--- src/rtl/mem_port_arbiter.sv ---
// mem_port_arbiter: shares one backing-memory port between the IM and DM cache sides.
//
// Behaviour summary:
//   - Round-robin grant on conflict between the two sides.
//   - The winner's request is latched onto a req/ack memory interface.
//   - A registered one-cycle valid (with read data) goes back to the granted side.
//   - A per-transaction watchdog aborts with err=1 if mem_ack never arrives.
//
// Ports:
//   clk, rst_n                          clock, async active-low reset
//   im_req/we/addr/wdata -> im_rdata/valid    IM requester
//   dm_req/we/addr/wdata -> dm_rdata/valid    DM requester
//   mem_req/we/addr/wdata, mem_rdata/ack      memory port
//   err                                 high with x_valid when the transaction timed out
//   grant_dm                            current or last grant owner (debug)
module mem_port_arbiter #(
  parameter int unsigned memAddrWidth = 15,
  parameter int unsigned TIMEOUT_CYC  = 255,
  parameter int unsigned CNT_W        = 8
) (
  input  logic                    clk,
  input  logic                    rst_n,
  input  logic                    im_req,
  input  logic [3:0]              im_we,
  input  logic [memAddrWidth-1:0] im_addr,
  input  logic [31:0]             im_wdata,
  output logic [31:0]             im_rdata,
  output logic                    im_valid,
  input  logic                    dm_req,
  input  logic [3:0]              dm_we,
  input  logic [memAddrWidth-1:0] dm_addr,
  input  logic [31:0]             dm_wdata,
  output logic [31:0]             dm_rdata,
  output logic                    dm_valid,
  output logic                    mem_req,
  output logic [3:0]              mem_we,
  output logic [memAddrWidth-1:0] mem_addr,
  output logic [31:0]             mem_wdata,
  input  logic [31:0]             mem_rdata,
  input  logic                    mem_ack,
  output logic                    err,
  output logic                    grant_dm
);

  localparam int unsigned DATA_W = 32;
  localparam int unsigned WE_W   = 4;
  localparam bit               WD_EN   = (TIMEOUT_CYC != 0);
  localparam logic [CNT_W-1:0] TO_LAST = CNT_W'(TIMEOUT_CYC - 1);
  localparam logic [CNT_W-1:0] CNT_MAX = '1;

  typedef enum logic [1:0] {
    IDLE    = 2'd0,
    BUSY_IM = 2'd1,
    BUSY_DM = 2'd2
  } state_t;

  state_t                  state_q, state_d;
  logic                    last_dm_q, last_dm_d;
  logic                    grant_dm_q, grant_dm_d;
  logic [CNT_W-1:0]        cnt_q, cnt_d;
  logic                    mem_req_q, mem_req_d;
  logic [WE_W-1:0]         mem_we_q, mem_we_d;
  logic [memAddrWidth-1:0] mem_addr_q, mem_addr_d;
  logic [DATA_W-1:0]       mem_wdata_q, mem_wdata_d;
  logic [DATA_W-1:0]       im_rdata_q, im_rdata_d;
  logic [DATA_W-1:0]       dm_rdata_q, dm_rdata_d;
  logic                    im_valid_q, im_valid_d;
  logic                    dm_valid_q, dm_valid_d;
  logic                    err_q, err_d;

  logic                    im_elig, dm_elig, pick_dm;
  logic                    done, done_err;
  logic [DATA_W-1:0]       done_data;

  // State and all output registers
  always_ff @(posedge clk or negedge rst_n) begin
    if (!rst_n) begin
      state_q     <= IDLE;
      last_dm_q   <= 1'b1;
      grant_dm_q  <= 1'b0;
      cnt_q       <= '0;
      mem_req_q   <= 1'b0;
      mem_we_q    <= '0;
      mem_addr_q  <= '0;
      mem_wdata_q <= '0;
      im_rdata_q  <= '0;
      dm_rdata_q  <= '0;
      im_valid_q  <= 1'b0;
      dm_valid_q  <= 1'b0;
      err_q       <= 1'b0;
    end else begin
      state_q     <= state_d;
      last_dm_q   <= last_dm_d;
      grant_dm_q  <= grant_dm_d;
      cnt_q       <= cnt_d;
      mem_req_q   <= mem_req_d;
      mem_we_q    <= mem_we_d;
      mem_addr_q  <= mem_addr_d;
      mem_wdata_q <= mem_wdata_d;
      im_rdata_q  <= im_rdata_d;
      dm_rdata_q  <= dm_rdata_d;
      im_valid_q  <= im_valid_d;
      dm_valid_q  <= dm_valid_d;
      err_q       <= err_d;
    end
  end

  // Grant, completion and watchdog decisions
  always_comb begin
    state_d     = state_q;
    last_dm_d   = last_dm_q;
    grant_dm_d  = grant_dm_q;
    cnt_d       = cnt_q;
    mem_req_d   = mem_req_q;
    mem_we_d    = mem_we_q;
    mem_addr_d  = mem_addr_q;
    mem_wdata_d = mem_wdata_q;
    im_rdata_d  = im_rdata_q;
    dm_rdata_d  = dm_rdata_q;
    im_valid_d  = 1'b0;
    dm_valid_d  = 1'b0;
    err_d       = 1'b0;
    pick_dm     = 1'b0;
    done        = 1'b0;
    done_err    = 1'b0;
    done_data   = '0;
    // A req still held during its own valid cycle is not a new request
    im_elig     = im_req & ~im_valid_q;
    dm_elig     = dm_req & ~dm_valid_q;

    case (state_q)
      IDLE: begin
        if (im_elig || dm_elig) begin
          // On conflict the side that did not win last time goes first
          pick_dm     = dm_elig && (!im_elig || !last_dm_q);
          state_d     = pick_dm ? BUSY_DM : BUSY_IM;
          last_dm_d   = pick_dm;
          grant_dm_d  = pick_dm;
          cnt_d       = '0;
          mem_req_d   = 1'b1;
          mem_we_d    = pick_dm ? dm_we    : im_we;
          mem_addr_d  = pick_dm ? dm_addr  : im_addr;
          mem_wdata_d = pick_dm ? dm_wdata : im_wdata;
        end
      end
      BUSY_IM, BUSY_DM: begin
        if (mem_ack) begin
          done      = 1'b1;
          done_data = (mem_we_q == '0) ? mem_rdata : '0;
        end else begin
          if (cnt_q != CNT_MAX) cnt_d = cnt_q + CNT_W'(1);
          // Abort lands exactly TIMEOUT_CYC cycles after mem_req rose
          if (WD_EN && (cnt_q == TO_LAST)) begin
            done     = 1'b1;
            done_err = 1'b1;
          end
        end
        if (done) begin
          state_d   = IDLE;
          mem_req_d = 1'b0;
          err_d     = done_err;
          if (state_q == BUSY_DM) begin
            dm_valid_d = 1'b1;
            dm_rdata_d = done_data;
          end else begin
            im_valid_d = 1'b1;
            im_rdata_d = done_data;
          end
        end
      end
      default: state_d = IDLE;
    endcase
  end

  assign im_rdata  = im_rdata_q;
  assign im_valid  = im_valid_q;
  assign dm_rdata  = dm_rdata_q;
  assign dm_valid  = dm_valid_q;
  assign mem_req   = mem_req_q;
  assign mem_we    = mem_we_q;
  assign mem_addr  = mem_addr_q;
  assign mem_wdata = mem_wdata_q;
  assign err       = err_q;
  assign grant_dm  = grant_dm_q;

endmodule

--- config.mk ---
export PLATFORM = sky130hd
export DESIGN_NAME = mem_port_arbiter
export DESIGN_NICKNAME = d
export VERILOG_FILES = /design/src/rtl/mem_port_arbiter.sv
export SDC_FILE = /design/constraint.sdc
export NUM_CORES = 1
export LEC_CHECK = 0
export ABC_AREA = 1
export ABC_CLOCK_PERIOD_IN_PS = 1600
export BUFFER_PORTS_ARGS = -buffer_cell sky130_fd_sc_hd__buf_2
export CAP_MARGIN = 20
export CORE_MARGIN = 2
export CORE_UTILIZATION = 43
export DETAILED_ROUTE_END_ITERATION = 8
export PLACE_DENSITY = 0.85
export SLEW_MARGIN = 40
export SYNTH_ARGS = -nofsm -noshare
export SYNTH_HDL_FRONTEND = slang
export SYNTH_SLANG_ARGS = --single-unit
--- constraint.sdc ---
create_clock -name clk -period 1.6 [get_ports clk]
set_clock_uncertainty 0.15 [all_clocks]
set_input_delay 0.08 -clock clk [delete_from_list [all_inputs] [get_ports clk]]
set_output_delay 0.08 -clock clk [all_outputs]
set_load 0.02 [all_outputs]
# Word level (Yosys, flattened, before mapping)
# Cells that the tools add are included.
[word_totals]
regBits = 131
in_bits = 139
output_inout_bits = 120
word_cells = 70
[classes]
add_sub_neg = 1
eq_ne = 8
muxes = 28
bitwise = 5
reduce_logical = 15
[op_table]
columns = ["cell", "count"]
rows = [
  ["two-way mux 32 bit", 3],
  ["two-way mux 8 bit", 3],
  ["case mux 8 bit (2 select lines)", 1],
  ["two-way mux 15 bit", 1],
  ["two-way mux 1 bit", 14],
  ["AND reduction 3 bit", 3],
  ["adder 8 x 1 -> 8 bit (second input constant)", 1],
  ["== test 8 bit (second input constant)", 1],
  ["inequality test 2 bit (second input constant)", 4],
  ["inequality test 8 bit (second input constant)", 1],
  ["two-way mux 2 bit", 3],
  ["zero test 4 bit", 1],
  ["two-way mux 4 bit", 1],
  ["case mux 2 bit (2 select lines)", 1],
  ["AND reduction 2 bit", 2],
  ["AND reduction 4 bit", 1],
  ["NOT 1 bit", 3],
  ["bitwise AND 1 bit", 2],
  ["== test 2 x 1 -> 1 bit (second input constant)", 1],
  ["== test 2 bit (second input constant)", 1],
  ["zero test 1 bit", 2],
  ["zero test 2 bit", 1],
  ["logical OR 1 bit", 2],
  ["case mux 1 bit (2 select lines)", 1],
  ["3 further kinds", 3],
]

# Longest topological paths before layout
# Gate-level depths: netlist (run 1).
[logic_depth]
word_depth = 8
ltp_mapped = 11
mapped_depth_nobuf = 9

# Least setup slack after synthesis (run 1)
# OpenSTA, ideal clock, no wires.
[synth_timing]
kind = "flip-flop to flip-flop"
start = "register state_q[0]"
end = "register cnt_q[5]"
setup_ps = 65
t_arrival_ps = 1484
required_ps = 1385
slack_ps = -99
path_stages_with_launch = 10
path_buffers = 1
synth_period_minus_slack_ps = 1699
path_cell_list = "dfrtp_1 > inv_1 > ha_1 > clkbuf_2 > or2_2 > nand2_1 > inv_1 > nand2_2 > nand2_1 > nand2_1"
[synth_between]
elab_chain_len = 4
word_cells_on_any_way = 10
classes_between = "eq/ne: 5; mux: 1; reduce/logical: 4"
[synth_rtl]
columns = ["item", "line", "source"]
rows = [
  ["from (decl)", "57", "state_t state_q, state_d;"],
  ["from (signal assigned)", "92", "state_q <= state_d;"],
  ["== test 2 bit or == test 2 x 1 -> 1 bit (tied branches)", "131", "case (state_q)"],
  ["OR reduction 2 bit", "131", ""],
  ["inequality test 2 bit (no line) or nonzero test 2 bit (tied branches)", "-", ""],
  ["AND reduction 4 bit (no line)", "-", ""],
  ["to (signal assigned)", "95", "cnt_q <= cnt_d;"],
  ["to (decl)", "60", "logic [CNT_W-1:0] cnt_q, cnt_d;"],
]
# Several ways; a longest one is shown, not always the timed one.
# A chain may end at the register's enable or synchronous reset.

# Worst setup path after layout (run 1)
[layout_timing]
start = "register cnt_q[0]"
end = "register dm_rdata_q[19], in the netlist dm_rdata[19]"
[layout_between]
elab_chain_len = 5
[layout_rtl]
columns = ["item", "line", "source"]
rows = [
  ["== test 8 bit", "153", "if (WD_EN && (cnt_q == TO_LAST)) begin"],
  ["two-way mux 1 bit", "153", ""],
  ["two-way mux 1 bit", "147", "if (mem_ack) begin"],
  ["two-way mux 1 bit", "131", ""],
  ["AND reduction 3 bit (no line)", "-", ""],
  ["to (signal assigned)", "101", "dm_rdata_q <= dm_rdata_d;"],
  ["to (decl)", "66", "logic [DATA_W-1:0] dm_rdata_q, dm_rdata_d;"],
]
# Every way passes these cells. The select of a mux whose other input is x is not followed.

==> impl_results.md, run 1 <==
* CTS buffer count at 17
* Avg Inst Size Synth at 8.79 um^2
* Fin cells at 1281
* Violated checks: setup timing
* Root Buffer: clkbuf_16
* VDD IR max at 1060 uV
* Vias at 7528
* CTS clk-pin slew, worst paths at 60 ps
* Initial core utilization at 43.9%
* DRC violations left at 0
* Period utilization at 113%
* Gpl congestion at 0.878
* # H-tree levels at 4
* Vias/cell at approximately 5.9
* Syn_nets at 801
* Drt total wl at between 20000 and 30000 um
* Crit. End Element: flip-flop
* Initial antenna violation count at 1
* Clk pwr share at 20.6%
* Core area at about 13000 um^2
* Share of total power in sequential cells at 28.1%
* Total Power at roughly 19000 uW
* Max-slew violation count at 0
* DR pass1 iterations at 5
* Worst Setup Start Kind: flip-flop
* Comb pwr share at 51.3%
* NumNets Final at approximately 1200
* # port buffers at 258
* Detail Placement HPWL at 11700 um
* Switching power at 8990 uW
* DIE HEIGHT at 120 um
* Placed cells at 1079
* EDFF count, synth at 0
* Largest cells by area after synthesis: dfrtp_1, nand2_1, nand3_1
* Worst-skew pair later-pin latency at 420 ps
* Die width at about 120 um
* Worst path cell trace: inv_1, ha_2, inv_2, nor2_2, nand2_2, nand2_4, nand3_4, clkbuf_16, nand2_1, o21ai_1
* Final Hold Viols at 0
* Synth Flop Type: dfrtp_1
* Fin util at 80.6%
* Post-route worst setup slack at -203 ps
* Syn Inst Count at 658
* Power Internal at 10500 uW
* Critical Path AT at 1960 ps
* Top-area cell type share of the netlist area at 56.2%
* IO Pins at 259
* Routed length per instance at 23.3 um
* Largest net degree at the start of global routing at 66
* Setup CP Type: flip-flop to flip-flop
* Max Clk Rate at 0.555 GHz
* Final Cell Area at about 11000 um^2
* Wire length of the first global-routing pass at 36000 um
* Ratio of cells with drive above 1 in the final layout at 49.0%
* Worst Path Required at between 1500 and 2000 ps
* Max Cap Viol at 0
* Post-DRT Antenna Nets at 0
* Area after DPL at 7380 um^2
* CP peak stage delay at 400 ps
* Area of the mapped netlist at 5790 um^2
* Sw frac at 46.2%
* Yosys cell types at 26
* Die area at around 14000 um^2
* 1st-iter DRT viols at just over 900
* FP Rows at 42
* Slew HR at ~74%
* Worst path slowest cell: dfrtp_1
* Pwr/cell area at around 1800 nW/um^2
* Endpoints failing setup at 120
* WHS at 123 ps
* CTS tree: yes
* Hold Crit Class: primary input to flip-flop
* Max Fanout on Critical Path at 16
* Leakage Power at 0.00551 uW
* Most common cell in the netlist: nand2_1
* Total Routing Usage GR at 32.2%
* Synth async-reset ratio at 100%
* #FFs+latches synth at 131
* Fin crit period at 1800 ps
* Status: finished, violations left
* RSZ-0062 raised after global routing: true
* Synth Warn # at 0
* Vias in the first global route at 6781
* Area added between synthesis and finish at 83.7%
* Seq/Total Area, Yosys at 56.7%
* Total gr overflow at 0
* Post-synth top cells: nand2_1, dfrtp_1, nand3_1
* Clock buffer depth at 2
* Post-synth top area cell: dfrtp_1
* Worst slew pin tran at 383 ps
* CTS sink cnt at 131
==> routing by layer <==
metal	track usage (%)	wire length [um]	vias to the layer above	share of wire, %
met1	38.2	9560	3499	32
met4	18.5	2580	0	8.6
li1	-	-	3020	-
met3	9.55	3880	234	13
met5	0	0	-	0
met2	52.0	13900	775	46
==> cell type report <==
type / count / area [um^2]
diodes: 2 / 5.00
clock buffers: 19 / 453
multi-input cells: 471 / 2940
flip-flops and latches: 131 / 3280
repair buffers: 452 / 3520
well taps: 176 / 220
inverters: 17 / 72.6
fillers: 629 / 2560
clock inverters: 13 / 140
==> flip-flops by register name (all words and copies together) (netlist names) <==
register   cells
cnt_q          8
dm_rdata      32
dm_valid       1
err            1
grant_dm       1
im_rdata      32
im_valid       1
last_dm_q      1
mem_addr      15
mem_req        1
mem_wdata     32
mem_we         4
state_q        2
==> power by group through the flow <==
stage          sequential [uW]  combinational [uW]  clock [uW]
2_1_floorplan             6400                2890           0
3_3_place_gp              5100                6430           0
3_5_place_dp              5160                6530           0
4_1_cts                   5130                7300        3930
5_1_grt                   5500               10300        4140
6_report                  5480                9980        4010
==> worst paths after layout <==
kind / cells after the start / startpoint / endpoint / slack (ps)
max in group asynchronous: 4 / rst_n / mem_we[3] / 170
worst max-delay path: 10 / cnt_q[0] / dm_rdata[19] / -200
worst min-delay path: 5 / im_req / state_q[1] / 120
worst min register to register: 2 / im_rdata[7] / im_rdata[7] / 330
min in group asynchronous: 3 / rst_n / dm_rdata[10] / 540
worst max register to register: 10 / cnt_q[0] / dm_rdata[19] / -200
==> kinds of logic after synthesis <==
kind of cell	after synthesis	share of synthesized area, %
buffers and inverters	56	5.41
adder cells (fa/ha/maj)	4	0.865
AO/OA/AOI/OAI	70	7.96
AND/OR/NAND/NOR	397	29.1
flip-flops	131	56.7
==> through the flow <==
step | setup TNS (ps) | worst slack, ps
final | -15590 | -203
after floorplan | 0 | 1.24
after detailed placement | -2010 | -76.2
after global placement | -180 | -61.0
after CTS | -1920 | -60.4
after global routing | -21710 | -264
==> layout by cell type, fill, tap and decap left out, types with 3 or more instances in the layout <==
cell type	synthesis	layout
buf_4	0	25
o21ai_1	25	26
nand3_1	114	64
o21ai_2	28	38
buf_12	0	12
nand3_2	2	50
nand2_2	5	46
buf_6	11	6
inv_8	0	5
dfrtp_1	130	130
inv_6	0	3
dlygate4sd3_1	0	137
inv_2	1	6
clkbuf_16	0	26
buf_16	0	4
clkinv_4	0	3
inv_1	15	9
nor2_1	15	14
nand2_1	255	175
buf_2	6	257
nand2_4	0	38
==> worst max-delay path: cells and delay by family, from the launching register on <==
| kind | cells | cell delay (ps) |
|---|---|---|
| AOI/OAI and AO/OA | 1 | 70 |
| DFF | 1 | 400 |
| adders and majority gates | 1 | 180 |
| buffers and inverters | 3 | 370 |
| and+or+nand+nor | 5 | 510 |
==> repair_timing <==
action / CTS / global route
setup endpoints to repair: 76 / 123
hold buffers: 137 / 0
gates cloned: 4 / 13
setup buffers: 1 / 13
hold endpoints to repair: 247 / 0
pin swaps: 0 / 3
resized for setup: 20 / 198
No activity file was read; power rests on OpenSTA's default activity.
==> run 2, diff against run 1 <==
--- a/config.mk
+++ b/config.mk
@@ -9,8 +9,10 @@
 export ABC_CLOCK_PERIOD_IN_PS = 1600
 export BUFFER_PORTS_ARGS = -buffer_cell sky130_fd_sc_hd__buf_2
 export CAP_MARGIN = 20
+export CELL_PAD_IN_SITES_DETAIL_PLACEMENT = 1
+export CELL_PAD_IN_SITES_GLOBAL_PLACEMENT = 2
 export CORE_MARGIN = 2
-export CORE_UTILIZATION = 43
+export CORE_UTILIZATION = 24
 export DETAILED_ROUTE_END_ITERATION = 8
 export PLACE_DENSITY = 0.85
 export SLEW_MARGIN = 40
==> impl_results.md, run 2 (synthesis gave the netlist of run 1 again) <==
* Final Hold Viols at 0 (unchanged)
* Die width at 159 um (was 120 um)
* Worst Path Required at 1780 ps (was 1760 ps)
* Fin crit period at 1760 ps (was 1800 ps)
* Worst-skew pair later-pin latency at 420 ps (about the same)
* Vias at 6590 (was 7528)
* Worst path slowest cell: dfrtp_1 (unchanged)
* Total Routing Usage GR at 19.6% (was 32.2%)
* # port buffers at 258 (unchanged)
* Clock buffer depth at 2 (unchanged)
* CTS clk-pin slew, worst paths at 60 ps (about the same)
* NumNets Final at 1244 (was 1233)
* 1st-iter DRT viols at 275 (was 908)
* Post-DRT Antenna Nets at 0 (unchanged)
* Period utilization at 110% (was 113%)
* Worst Setup Start Kind: flip-flop (unchanged)
* Worst slew pin tran at 388 ps (was 383 ps)
* DR pass1 iterations at 5 (unchanged)
* Hold Crit Class: primary input to flip-flop (unchanged)
* Largest net degree at the start of global routing at 53 (was 66)
* Detail Placement HPWL at 14600 um (was 11700 um)
* Area added between synthesis and finish at 82.8% (was 83.7%)
* Max-slew violation count at 0 (unchanged)
* Met3 wire length at 1820 um (was 3880 um)
* Initial core utilization at 24.6% (was 43.9%)
* Routed length per instance at 18.8 um (was 23.3 um)
* Initial antenna violation count at 0 (was 1)
* CTS sink cnt at 131 (unchanged)
* RSZ-0062 raised after global routing: true (unchanged)
* IO Pins at 259 (unchanged)
* Core area at 23500 um^2 (was 13200 um^2)
* Violated checks: setup timing (unchanged)
* Drt total wl at 27000 um (was 29900 um)
* Slew HR at 74.2% (was 74.5%)
* Reg2reg setup slack at -160 ps (was -200 ps)
* Crit path buffers/inverters at 4 (was 3)
* Status: finished, violations left (unchanged)
* WL met1 at 10700 um (was 9560 um)
* VDD IR max at 727 uV (was 1060 uV)
* Max Fanout on Critical Path at 6 (was 16)
* Setup CP Type: flip-flop to flip-flop (unchanged)
* Pwr/cell area at 1750 nW/um^2 (was 1830 nW/um^2)
* Hold depth at 6 (was 5)
* CP peak stage delay at 390 ps (was 400 ps)
* Highest Signal Layer: met4 (unchanged)
* Max Cap Viol at 0 (unchanged)
* Vias/cell at 4.60 (was 5.88)
* # H-tree levels at 4 (unchanged)
* Setup TNS at -3930 ps (was -15590 ps)
* Crit. End Element: flip-flop (unchanged)
* Critical Path AT at 1940 ps (was 1960 ps)
* Die area at 25400 um^2 (was 14400 um^2)
* CP top delay family: buffers and inverters (was simple AND/OR/NAND/NOR gates)
* Post-route worst setup slack at -156 ps (was -203 ps)
* Vias in the first global route at 7271 (was 6781)
* WHS at 99.8 ps (was 123 ps)
* Endpoints failing setup at 70 (was 120)
* Max Clk Rate at 0.570 GHz (was 0.555 GHz)
* Total gr overflow at 0 (unchanged)
* Leakage Power at 0.00538 uW (was 0.00551 uW)
* DRC violations left at 0 (unchanged)
* FP Rows at 56 (was 42)
* Worst reg2reg path depth at 10 (unchanged)
* Most frequent cells in the layout: buf_2, nand2_1, dlygate4sd3_1 (unchanged)
* DIE HEIGHT at 159 um (was 120 um)
* Met2 routed WL at 13700 um (was 13900 um)
* Worst path cell trace: inv_2, ha_4, inv_2, nor2_4, nand2_2, nand2_4, nand3_4, buf_12, buf_16, o21ai_2 (was inv_1, ha_2, inv_2, nor2_2, nand2_2, nand2_4, nand3_4, clkbuf_16, nand2_1, o21ai_1)
* Gpl congestion at 0.754 (was 0.878)
* Root Buffer: clkbuf_16 (unchanged)
* Cell count along the critical path at 10 (unchanged)
* Diode count at 0 (was 2)
* Wire length of the first global-routing pass at 39700 um (was 36000 um)
* Crit path top cell by count: inv_2
* Most common cell after layout, fill and taps aside: buf_2 (unchanged)
* CTS buffer count at 17 (unchanged)
* Ratio of cells with drive above 1 in the final layout at 44.1% (was 49.0%)
* CTS tree: yes (unchanged)
[run 2: changes by cell type in the layout (fill, tap and decap cells not counted), moves of 3 or more]
cell        previous run  this run
clkbuf_16             26        22
nand2_1              175       206
buf_6                  6        17
buf_4                 25        33
o21ai_0                2        10
clkinvlp_4             1         4
o21ai_2               38        29
nand3_2               50        29
inv_8                  5         1
nand3_1               64        85
nand2_2               46        21
nand2_4               38        33
[run 2: area by class of cell]
class | count | area (um^2)
fillers | 2733 | 13000
repair buffers | 463 | 3520
flip-flops and latches | 131 | 3280
multi-input cells | 471 | 2710
clock buffers | 17 | 425
well taps | 319 | 399
clock inverters | 14 | 180
inverters | 17 | 70.1
[run 2: metrics by stage]
step	utilization, %	total power [uW]	cell area (um^2)	setup slack, ps	std cells
after CTS	41.9	17100	9870	-84.9	1418
after floorplan	-	9290	5810	1.24	658
after global placement	32.8	12100	7710	-110	1242
after detailed placement	32.8	12200	7710	-110	1242
after global routing	44.9	19500	10600	-233	1432
final	44.9	18500	10600	-156	1432
[run 2: worst min-delay path: stages]
cell     delay (ps)
buf_2           120
inv_1           130
nand3_4         140
nand2_4          50
nand2_1          50
nand2_1          40
[run 2: timing repair]
item,4_1_cts,5_1_grt
pin swaps,0,12
cloned,4,6
hold buffers,137,0
gates resized for setup,11,144
buffers inserted,4,10
endpoints found under the setup margin,89,123
hold endpoints to repair,247,0
[run 2: per-layer routing]
layer / up-vias / track usage (%)
met5: - / 0
met1: 3200 / 23.5
met4: 0 / 7.19
li1: 3022 / -
met2: 317 / 34.1
met3: 51 / 5.00
[run 2: path summary, 6_finish.rpt]
kind | end | from
min | state_q[0] | mem_ack
max reg2reg | im_rdata[0] | cnt_q[0]
max | im_rdata[0] | cnt_q[0]
min in group asynchronous | dm_rdata[3] | rst_n
max in group asynchronous | im_rdata[12] | rst_n
min reg2reg | last_dm_q | last_dm_q
[run 2: where the power goes]
group	leakage, uW	internal (uW)	switching (uW)
clock network	0.000284	2470	1640
registers	0.00172	4450	814
logic	0.00338	3620	5530
total	0.00538	10500	7980
